$ cat src/rtl/cpu_flags_pkg.sv
// Shared datapath flag indices and interrupt sequencer types.
// Flag bits not listed here belong to the instruction decoder.
package cpu_flags_pkg;
    localparam int FLAG_COUNT = 101;

    localparam int LOAD_ABL                = 0;
    localparam int LOAD_ABH                = 1;
    localparam int SET_ADL_TO_SP           = 2;
    localparam int SET_ADH_TO_ONE          = 3;
    localparam int SET_DB_TO_PCH           = 4;
    localparam int SET_DB_TO_PCL           = 5;
    localparam int SET_DB_TO_PSR           = 6;
    localparam int LOAD_DOR                = 7;
    localparam int SET_SB_TO_SP            = 8;
    localparam int SET_INPUT_A_TO_SB       = 9;
    localparam int SET_DB_HIGH             = 10;
    localparam int SET_INPUT_B_TO_DB       = 11;
    localparam int ALU_ADD                 = 12;
    localparam int LOAD_ALU                = 13;
    localparam int SET_SB_TO_ALU           = 14;
    localparam int LOAD_SP                 = 15;
    localparam int SET_PSR_OUTPUT_BRK_HIGH = 16;
    localparam int SET_ADL_FA              = 17;
    localparam int SET_ADL_FB              = 18;
    localparam int SET_ADL_FC              = 19;
    localparam int SET_ADL_FD              = 20;
    localparam int SET_ADL_FE              = 21;
    localparam int SET_ADL_FF              = 22;
    localparam int SET_ADH_FF              = 23;
    localparam int LOAD_INTERUPT_PSR_FLAG  = 24;
    localparam int SET_DB_TO_DATA          = 25;
    localparam int SET_INPUT_A_TO_LOW      = 26;
    localparam int SET_ADL_TO_ALU          = 27;
    localparam int SET_ADH_TO_DATA         = 28;
    localparam int LOAD_PC                 = 29;

    typedef enum logic [2:0] {
        IDLE, PREP, PUSH_PCH, PUSH_PCL, PUSH_PSR, VEC_LO, VEC_HI, S_LOAD_PC
    } seq_state_t;

    typedef enum logic [2:0] {
        SRC_NONE, SRC_NMI, SRC_RESET, SRC_IRQ, SRC_BRK
    } int_src_t;

    function automatic logic [1:0] vec_of(int_src_t s);
        case (s)
            SRC_NMI:          return 2'd1;
            SRC_RESET:        return 2'd2;
            SRC_IRQ, SRC_BRK: return 2'd3;
            default:          return 2'd0;
        endcase
    endfunction
endpackage

$ cat src/rtl/interrupt_arbiter.sv
// NMI edge latch, pending reset, start priority and late-NMI hijack decision.
module interrupt_arbiter
    import cpu_flags_pkg::*;
(
    input  logic     clk,
    input  logic     rst,
    input  logic     nmi,
    input  logic     irq,
    input  logic     brk_req,
    input  logic     instr_boundary,
    input  logic     psr_i,
    input  logic     idle,
    input  int_src_t cur_src,
    input  logic     nmi_commit,
    output logic     start,
    output int_src_t start_src,
    output logic     hijack
);
    logic nmi_prev, nmi_pending, reset_pending, nmi_edge, nmi_req;

    // A same-cycle edge counts as pending so it can win the boundary it arrives on.
    assign nmi_edge = nmi & ~nmi_prev;
    assign nmi_req  = nmi_pending | nmi_edge;

    always_comb begin
        start_src = SRC_NONE;
        if (reset_pending)
            start_src = SRC_RESET;
        else if (instr_boundary) begin
            if (nmi_req)            start_src = SRC_NMI;
            else if (brk_req)       start_src = SRC_BRK;
            else if (irq && !psr_i) start_src = SRC_IRQ;
        end
    end

    assign start  = idle && (start_src != SRC_NONE);
    assign hijack = nmi_req && (cur_src == SRC_IRQ || cur_src == SRC_BRK);

    always_ff @(posedge clk or posedge rst) begin
        if (rst) begin
            nmi_prev      <= 1'b0;
            nmi_pending   <= 1'b0;
            reset_pending <= 1'b1;
        end else begin
            nmi_prev <= nmi;
            if (nmi_edge)        nmi_pending <= 1'b1;
            else if (nmi_commit) nmi_pending <= 1'b0;
            if (start && start_src == SRC_RESET) reset_pending <= 1'b0;
        end
    end
endmodule

$ cat src/rtl/interrupt_sequencer.sv
// Interrupt/reset entry sequencer: stack pushes, vector fetch and PC load.
// Outputs decode only registered state/source, so there is no input-to-output path.
module interrupt_sequencer #(
    parameter int FLAG_COUNT = cpu_flags_pkg::FLAG_COUNT
) (
    input  logic                  clk,
    input  logic                  rst,
    input  logic                  nmi,
    input  logic                  irq,
    input  logic                  brk_req,
    input  logic                  instr_boundary,
    input  logic                  psr_i,
    output logic [FLAG_COUNT-1:0] flags_out,
    output logic                  mem_write,
    output logic                  busy,
    output logic                  seq_done,
    output logic [1:0]            vector_sel
);
    import cpu_flags_pkg::*;

    seq_state_t state;
    int_src_t   src, start_src;
    logic       start, hijack;

    interrupt_arbiter u_arb (
        .clk            (clk),
        .rst            (rst),
        .nmi            (nmi),
        .irq            (irq),
        .brk_req        (brk_req),
        .instr_boundary (instr_boundary),
        .psr_i          (psr_i),
        .idle           (state == IDLE),
        .cur_src        (src),
        .nmi_commit     (state == VEC_LO && src == SRC_NMI),
        .start          (start),
        .start_src      (start_src),
        .hijack         (hijack)
    );

    always_ff @(posedge clk or posedge rst) begin
        if (rst) begin
            state <= IDLE;
            src   <= SRC_NONE;
        end else begin
            case (state)
                IDLE: if (start) begin
                    state <= PREP;
                    src   <= start_src;
                end
                PREP:     state <= PUSH_PCH;
                PUSH_PCH: state <= PUSH_PCL;
                PUSH_PCL: state <= PUSH_PSR;
                PUSH_PSR: begin
                    state <= VEC_LO;
                    if (hijack) src <= SRC_NMI;
                end
                VEC_LO:   state <= VEC_HI;
                VEC_HI:   state <= S_LOAD_PC;
                default: begin
                    state <= IDLE;
                    src   <= SRC_NONE;
                end
            endcase
        end
    end

    logic [FLAG_COUNT-1:0] f;
    logic                  push;

    always_comb begin
        f    = '0;
        push = state inside {PUSH_PCH, PUSH_PCL, PUSH_PSR};
        if (state inside {PREP, PUSH_PCL, PUSH_PSR}) begin
            f[SET_ADL_TO_SP]  = 1'b1;
            f[LOAD_ABL]       = 1'b1;
            f[SET_ADH_TO_ONE] = 1'b1;
            f[LOAD_ABH]       = 1'b1;
        end
        // SP-1 is computed in each push and written back on the following cycle.
        if (push) begin
            f[SET_SB_TO_SP]      = 1'b1;
            f[SET_INPUT_A_TO_SB] = 1'b1;
            f[SET_DB_HIGH]       = 1'b1;
            f[SET_INPUT_B_TO_DB] = 1'b1;
            f[ALU_ADD]           = 1'b1;
            f[LOAD_ALU]          = 1'b1;
            f[LOAD_DOR]          = (src != SRC_RESET);
        end
        if (state inside {PUSH_PCL, PUSH_PSR, VEC_LO}) begin
            f[SET_SB_TO_ALU] = 1'b1;
            f[LOAD_SP]       = 1'b1;
        end
        case (state)
            PUSH_PCH: f[SET_DB_TO_PCH] = 1'b1;
            PUSH_PCL: f[SET_DB_TO_PCL] = 1'b1;
            PUSH_PSR: begin
                f[SET_DB_TO_PSR]           = 1'b1;
                f[SET_PSR_OUTPUT_BRK_HIGH] = (src == SRC_BRK);
            end
            VEC_LO: begin
                f[SET_ADL_FA]             = (src == SRC_NMI);
                f[SET_ADL_FC]             = (src == SRC_RESET);
                f[SET_ADL_FE]             = (src == SRC_IRQ || src == SRC_BRK);
                f[SET_ADH_FF]             = 1'b1;
                f[LOAD_ABL]               = 1'b1;
                f[LOAD_ABH]               = 1'b1;
                f[LOAD_INTERUPT_PSR_FLAG] = 1'b1;
            end
            VEC_HI: begin
                f[SET_DB_TO_DATA]     = 1'b1;
                f[SET_INPUT_B_TO_DB]  = 1'b1;
                f[SET_INPUT_A_TO_LOW] = 1'b1;
                f[ALU_ADD]            = 1'b1;
                f[LOAD_ALU]           = 1'b1;
                f[SET_ADL_FB]         = (src == SRC_NMI);
                f[SET_ADL_FD]         = (src == SRC_RESET);
                f[SET_ADL_FF]         = (src == SRC_IRQ || src == SRC_BRK);
                f[LOAD_ABL]           = 1'b1;
            end
            S_LOAD_PC: begin
                f[SET_ADL_TO_ALU]  = 1'b1;
                f[SET_ADH_TO_DATA] = 1'b1;
                f[LOAD_PC]         = 1'b1;
            end
            default: ;
        endcase
    end

    assign flags_out  = f;
    assign mem_write  = push && (src != SRC_RESET);
    assign busy       = (state != IDLE);
    assign seq_done   = (state == S_LOAD_PC);
    assign vector_sel = vec_of(src);
endmodule

$ cat config.mk
export PLATFORM = sky130hd
export DESIGN_NAME = interrupt_sequencer
export DESIGN_NICKNAME = d
export VERILOG_FILES = /design/src/rtl/cpu_flags_pkg.sv /design/src/rtl/interrupt_arbiter.sv /design/src/rtl/interrupt_sequencer.sv
export SDC_FILE = /design/constraint.sdc
export NUM_CORES = 1
export LEC_CHECK = 0
export BUFFER_PORTS_ARGS = -buffer_cell sky130_fd_sc_hd__buf_2
export CAP_MARGIN = 5
export CORE_MARGIN = 5
export CORE_UTILIZATION = 38
export DETAILED_ROUTE_END_ITERATION = 6
export PLACE_DENSITY_LB_ADDON = 0.12
export REMOVE_ABC_BUFFERS = 1
export SYNTH_ARGS = -nofsm -noshare
export SYNTH_HDL_FRONTEND = slang
export SYNTH_SLANG_ARGS = --single-unit
$ cat constraint.sdc
create_clock -name clk -period 1.7 [get_ports clk]
set_input_delay 0.34 -clock clk [delete_from_list [all_inputs] [get_ports clk]]
set_output_delay 0.34 -clock clk [all_outputs]
set_load 0.02 [all_outputs]
# After elaboration in Yosys (flattened, before gate mapping)
# Index checks and enable logic that the tools add are counted.
# Widths: inputs -> output; s select.
[totals]
out_inout_bits = 106
word_cells = 75
reg_bits = 9
in_bits = 7
[op_classes]
n_eq_ne = 15
muxes = 32
reduce_logical = 19
bitwise = 4
[op_table]
columns = ["cell", "count"]
rows = [
  ["$mux 3", 9],
  ["$pmux 3 s7", 1],
  ["$eq 3x2->1 const B", 5],
  ["$eq 3x3->1 const B", 5],
  ["$reduce_bool 3->1", 5],
  ["$mux 1", 14],
  ["$pmux 3 s3", 1],
  ["$mux 2", 4],
  ["$mux 7", 1],
  ["$eq 3x1->1 const B", 2],
  ["$logic_and 1x1->1", 6],
  ["$pmux 2 s3", 1],
  ["$reduce_or 5->1", 1],
  ["$mux 4", 1],
  ["$ne 2x2->1 const B", 2],
  ["$reduce_or 2->1", 2],
  ["$logic_not 3->1", 1],
  ["$ne 3x2->1 const B", 1],
  ["$reduce_and 3->1", 1],
  ["$not 1->1", 2],
  ["$reduce_bool 2->1", 1],
  ["$and 1x1->1", 1],
  ["$logic_not 1->1", 1],
  ["$logic_or 1x1->1", 1],
  ["$or 1x1->1", 1],
]

# Longest topological paths before layout
[logic_depth]
ltp_word = 11
mapped_depth = 6

# Hierarchy
# Synthesis repeated with hierarchy kept, for this count alone.
[hier_totals]
hier_cells = 169
hier_area_um2 = 1342.5
[by_module_without_submodules]
columns = ["module", "area_per_inst_um2", "n_inst", "seq_area_each_um2", "cells_per_inst"]
rows = [
  ["interrupt_sequencer", 1142.3, 1, 150.1, 147],
  ["interrupt_arbiter", 200.2, 1, 76.3, 22],
]

# Worst setup path before layout
# OpenSTA, ideal clock, no wires.
[synth_timing]
path_type = "register -> output"
startpoint = "reg state[2]"
endpoint = "out flags_out[3]"
t_arrival_ns = 1.382
stages_incl_launch_ff = 4
t_required_ns = 1.360
setup_slack_ns = -0.022
path_cell_list = "dfrtp_1 -> clkbuf_1 -> o21ai_0 -> buf_4"
[synth_between]
elab_chain_len = 3
[synth_lines]
columns = ["element", "line", "text"]
rows = [
  ["start, declared", "interrupt_sequencer.sv:21", "seq_state_t state;"],
  ["start signal, assigned", "interrupt_sequencer.sv:43", "state <= IDLE;"],
  ["start signal, assigned", "interrupt_sequencer.sv:48", "state <= PREP;"],
  ["start signal, assigned", "interrupt_sequencer.sv:51", "PREP: state <= PUSH_PCH;"],
  ["$eq 3x1->1 (tied with other cells)", "interrupt_sequencer.sv:74", "if (state inside {PREP, PUSH_PCL, PUSH_PSR}) begin"],
  ["$reduce_bool 3->1 (*)", "interrupt_sequencer.sv:74", ""],
  ["$mux 4 (*)", "interrupt_sequencer.sv:74", ""],
  ["end, declared", "interrupt_sequencer.sv:13", "output logic [FLAG_COUNT-1:0] flags_out,"],
]
# Every way passes the cells marked *; elsewhere a longest branch is shown, timed or not.

# Final worst setup path
[layout_timing]
startpoint = "reg state[1]"
endpoint = "out flags_out[19]"
[layout_between]
elab_chain_len = 2
[layout_lines]
columns = ["element", "line", "text"]
rows = [
  ["$eq 3x3->1", "interrupt_sequencer.sv:94", "case (state)"],
  ["$mux 1", "interrupt_sequencer.sv:94", ""],
]
# No other way between the ends.

==> results.md <==
* First-pass GRT wire length at between 3000 and 4000 um
* Fmax achieved at 0.5760 GHz
* CP max FO at 4
* WS Path Type: reg2out
* N_diodes at 0
* Final WL at roughly 2700 um
* Synth unique cells at 33
* Period utilisation layout at 102.1%
* Share of cells above drive strength 1 at between 40 and 50%
* Final Power at 0.002523 W
* Max-Cap Viols at 0
* Net count reported at finish at between 200 and 250
* Synth cell count leaders: buf_4 (85), nor2_1 (10), dfrtp_1 (8), inv_1 (8), nand2_1 (7)
* Crit path to: flags_out[19]
* Synth top area cells: buf_4 (50%), dfrtp_1 (16%), nor2_1 (2.9%), inv_1 (2.3%), a32oi_4 (2.1%)
* Pwr Density at around 1700 nW/um^2
* Ports at 113
* Reg2reg start: state[2]
* Final WS setup at -0.03618 ns
* Die area at between 4000 and 5000 um^2
* Synth top area share at about 50%
* Placer congestion estimate at around 0.78
* Starting Density at between 30% and 40%
* Failing checks: setup timing
* Via count at just over 900
* Hold slack final at around 0.029 ns
* Placed cell count at 239
* Max IR drop VDD at between 0.7 and 0.8 mV
* CTS Buffer Depth at 2
* Yosys top cell by area: buf_4
* Reg-to-reg endpoint: src[0]
* Unrepaired setup endpoints after global routing: true
* LEAKAGE at slightly above 0.8 nW
* CP Launch Point: state[1]
* Netlist Area Pre-Place at approximately 1300 um^2
* Non-filler cells, final at around 250
* Via/cell ratio at 3.719
* Worst Skew at roughly 0.0059 ns
* Yosys warnings at 0
* Clock transition at path regs at about 0.06 ns
* Top FF cell, synth: dfrtp_1
* Initial DRT Pass Iterations at 4
* DRT iter0 DRCs at 15
* Most common cell in the netlist: buf_4
* Pin count of the biggest net entering global routing at 10
* Grt ovf at 0
* TritonCTS clock tree: built
* Initial antenna violation count at 0
* Die W at just under 70 um
* H-tree Lvls at 1
* Hpwl dp at roughly 2200 um
* Die H at a little under 70 um
* Part of the Yosys area used for sequential elements at about 18%
* Required @ worst endpoint at approximately 1.4 ns
* Min Tclk post-route at approximately 1.7 ns
* Synth async-reset ratio at 100.0%
* Clk sink count at 9
* Worst setup EP type: primary output
* Wire per inst at 10.74 um
* Worst skew pair latency at approximately 0.26 ns
* Root buf cell: clkbuf_4
* Dpl ws at between 0.07 and 0.08 ns
* Status: finished with violations
* Final hold vios at 0
* Port bufs at slightly above 40
* GRT Overall Usage at between 9 and 10%
* HP Class: in2async
* Register area at roughly 230 um^2
* Post-synth EDFFs at 0
* Instance count of the mapped netlist at approximately 170
* Yosys reg bits at 9
* Area growth syn-to-layout at 13.01%
* Area of the multi-input gates at ~730 um^2
* Inserted Clock Buffers at 3
* Final max-slew violation count at 0
* Rows at 21
* Vias in the first global route at 801
* Worst Path Arrival at 1.40 ns
* Worst reg2reg setup slack at about 0.07 ns
* Layout fillers at about 350
* Final setup vio count at 6
* DRC violations left at 0
* Core footprint at approximately 3300 um^2
* DRT antenna net count at 0
* Reg2Reg Depth at 5
* Startpoint types: flop
* Synth Area per Inst at approximately 7.8 um^2
* Hold-fix buffers, CTS at 0
[through the flow]
stage	area [um^2]	setup TNS, ns	utilization, %
global placement	1182	0	35.71
floorplan	882.1	-0.7585	-
global route	1456	-0.7920	43.99
finish	1456	-0.1371	43.99
detailed placement	1182	0	35.71
CTS	1403	-0.3122	42.37
[power by group]
part	switching (W)	internal, W	total (W)
combinational	0.00125	0.000748	0.00199
clock	0.0000767	0.0000906	0.000167
sequential	0.0000857	0.000275	0.000361
total	0.00141	0.00111	0.00252
[layer usage]
metal | routed length (um) | track usage [%]
met5 | 0 | 0
met4 | 20 | 2.233
met3 | 323 | 3.120
met2 | 1344 | 17.57
met1 | 987 | 11.56
[repair_timing]
item                       in CTS  in global routing
pin swaps                       5                  5
gates resized for setup        45                 18
setup endpoints to repair      14                 25
setup buffers                   5                  1
[placed cells by master, fill, tap and decap left out, types with 2 or more instances in the layout]
master    instances
nor2_1            5
dfrtp_2           3
nand3_2           2
inv_2             6
buf_2            28
nand2_1           3
clkbuf_4          3
nor2b_1           3
nand2_2           3
o21ai_0           3
o21ai_1           4
nand3_1           2
buf_6            12
nor2_4            3
buf_4            12
dfrtp_1           5
inv_1             4
nor2_2            2
conb_1           71
[layout make-up]
class / instances / share of cell area [%]
Clock buffer: 4 / 1.804
Inverter: 11 / 3.007
Multi-Input combinational cell: 127 / 50.34
Sequential cell: 9 / 15.81
Tap cell: 46 / 3.952
Timing Repair Buffer: 52 / 25.09
[state kept, by name, summed over array words and instances, names as in the netlist]
register / count
src: 3
state: 3
u_arb.nmi_pending: 1
u_arb.nmi_prev: 1
u_arb.reset_pending: 1
[critical path: stages (launching register included)]
cell and delay (ns):
dfrtp_1 0.41, nand2b_4 0.16, or2_4 0.24, buf_6 0.14
nor2_4 0.07, buf_6 0.12
[worst min-delay path by stage]
stage / slack, ns / endpoint / from
2_1_floorplan: 0.17 / src[0] / rst
3_3_place_gp: 0.33 / u_arb.nmi_prev / rst
3_5_place_dp: 0.32 / u_arb.nmi_prev / rst
4_1_cts: 0.03 / u_arb.nmi_prev / rst
5_1_grt: 0.05 / u_arb.nmi_prev / rst
6_report: 0.03 / src[0] / rst
[kinds of logic after synthesis]
| logic type | count (synthesis) | share of synthesized area [%] |
|---|---|---|
| AOI/OAI and AO/OA | 17 | 10.20 |
| xor gates and xnor gates | 1 | 0.6797 |
| buffers and inverters | 100 | 55.14 |
| DFF | 9 | 17.57 |
| muxes | 1 | 0.7767 |
| other | 1 | 0.2910 |
| and+or+nand+nor | 37 | 15.34 |
No activity file was read; power rests on OpenSTA's default activity.
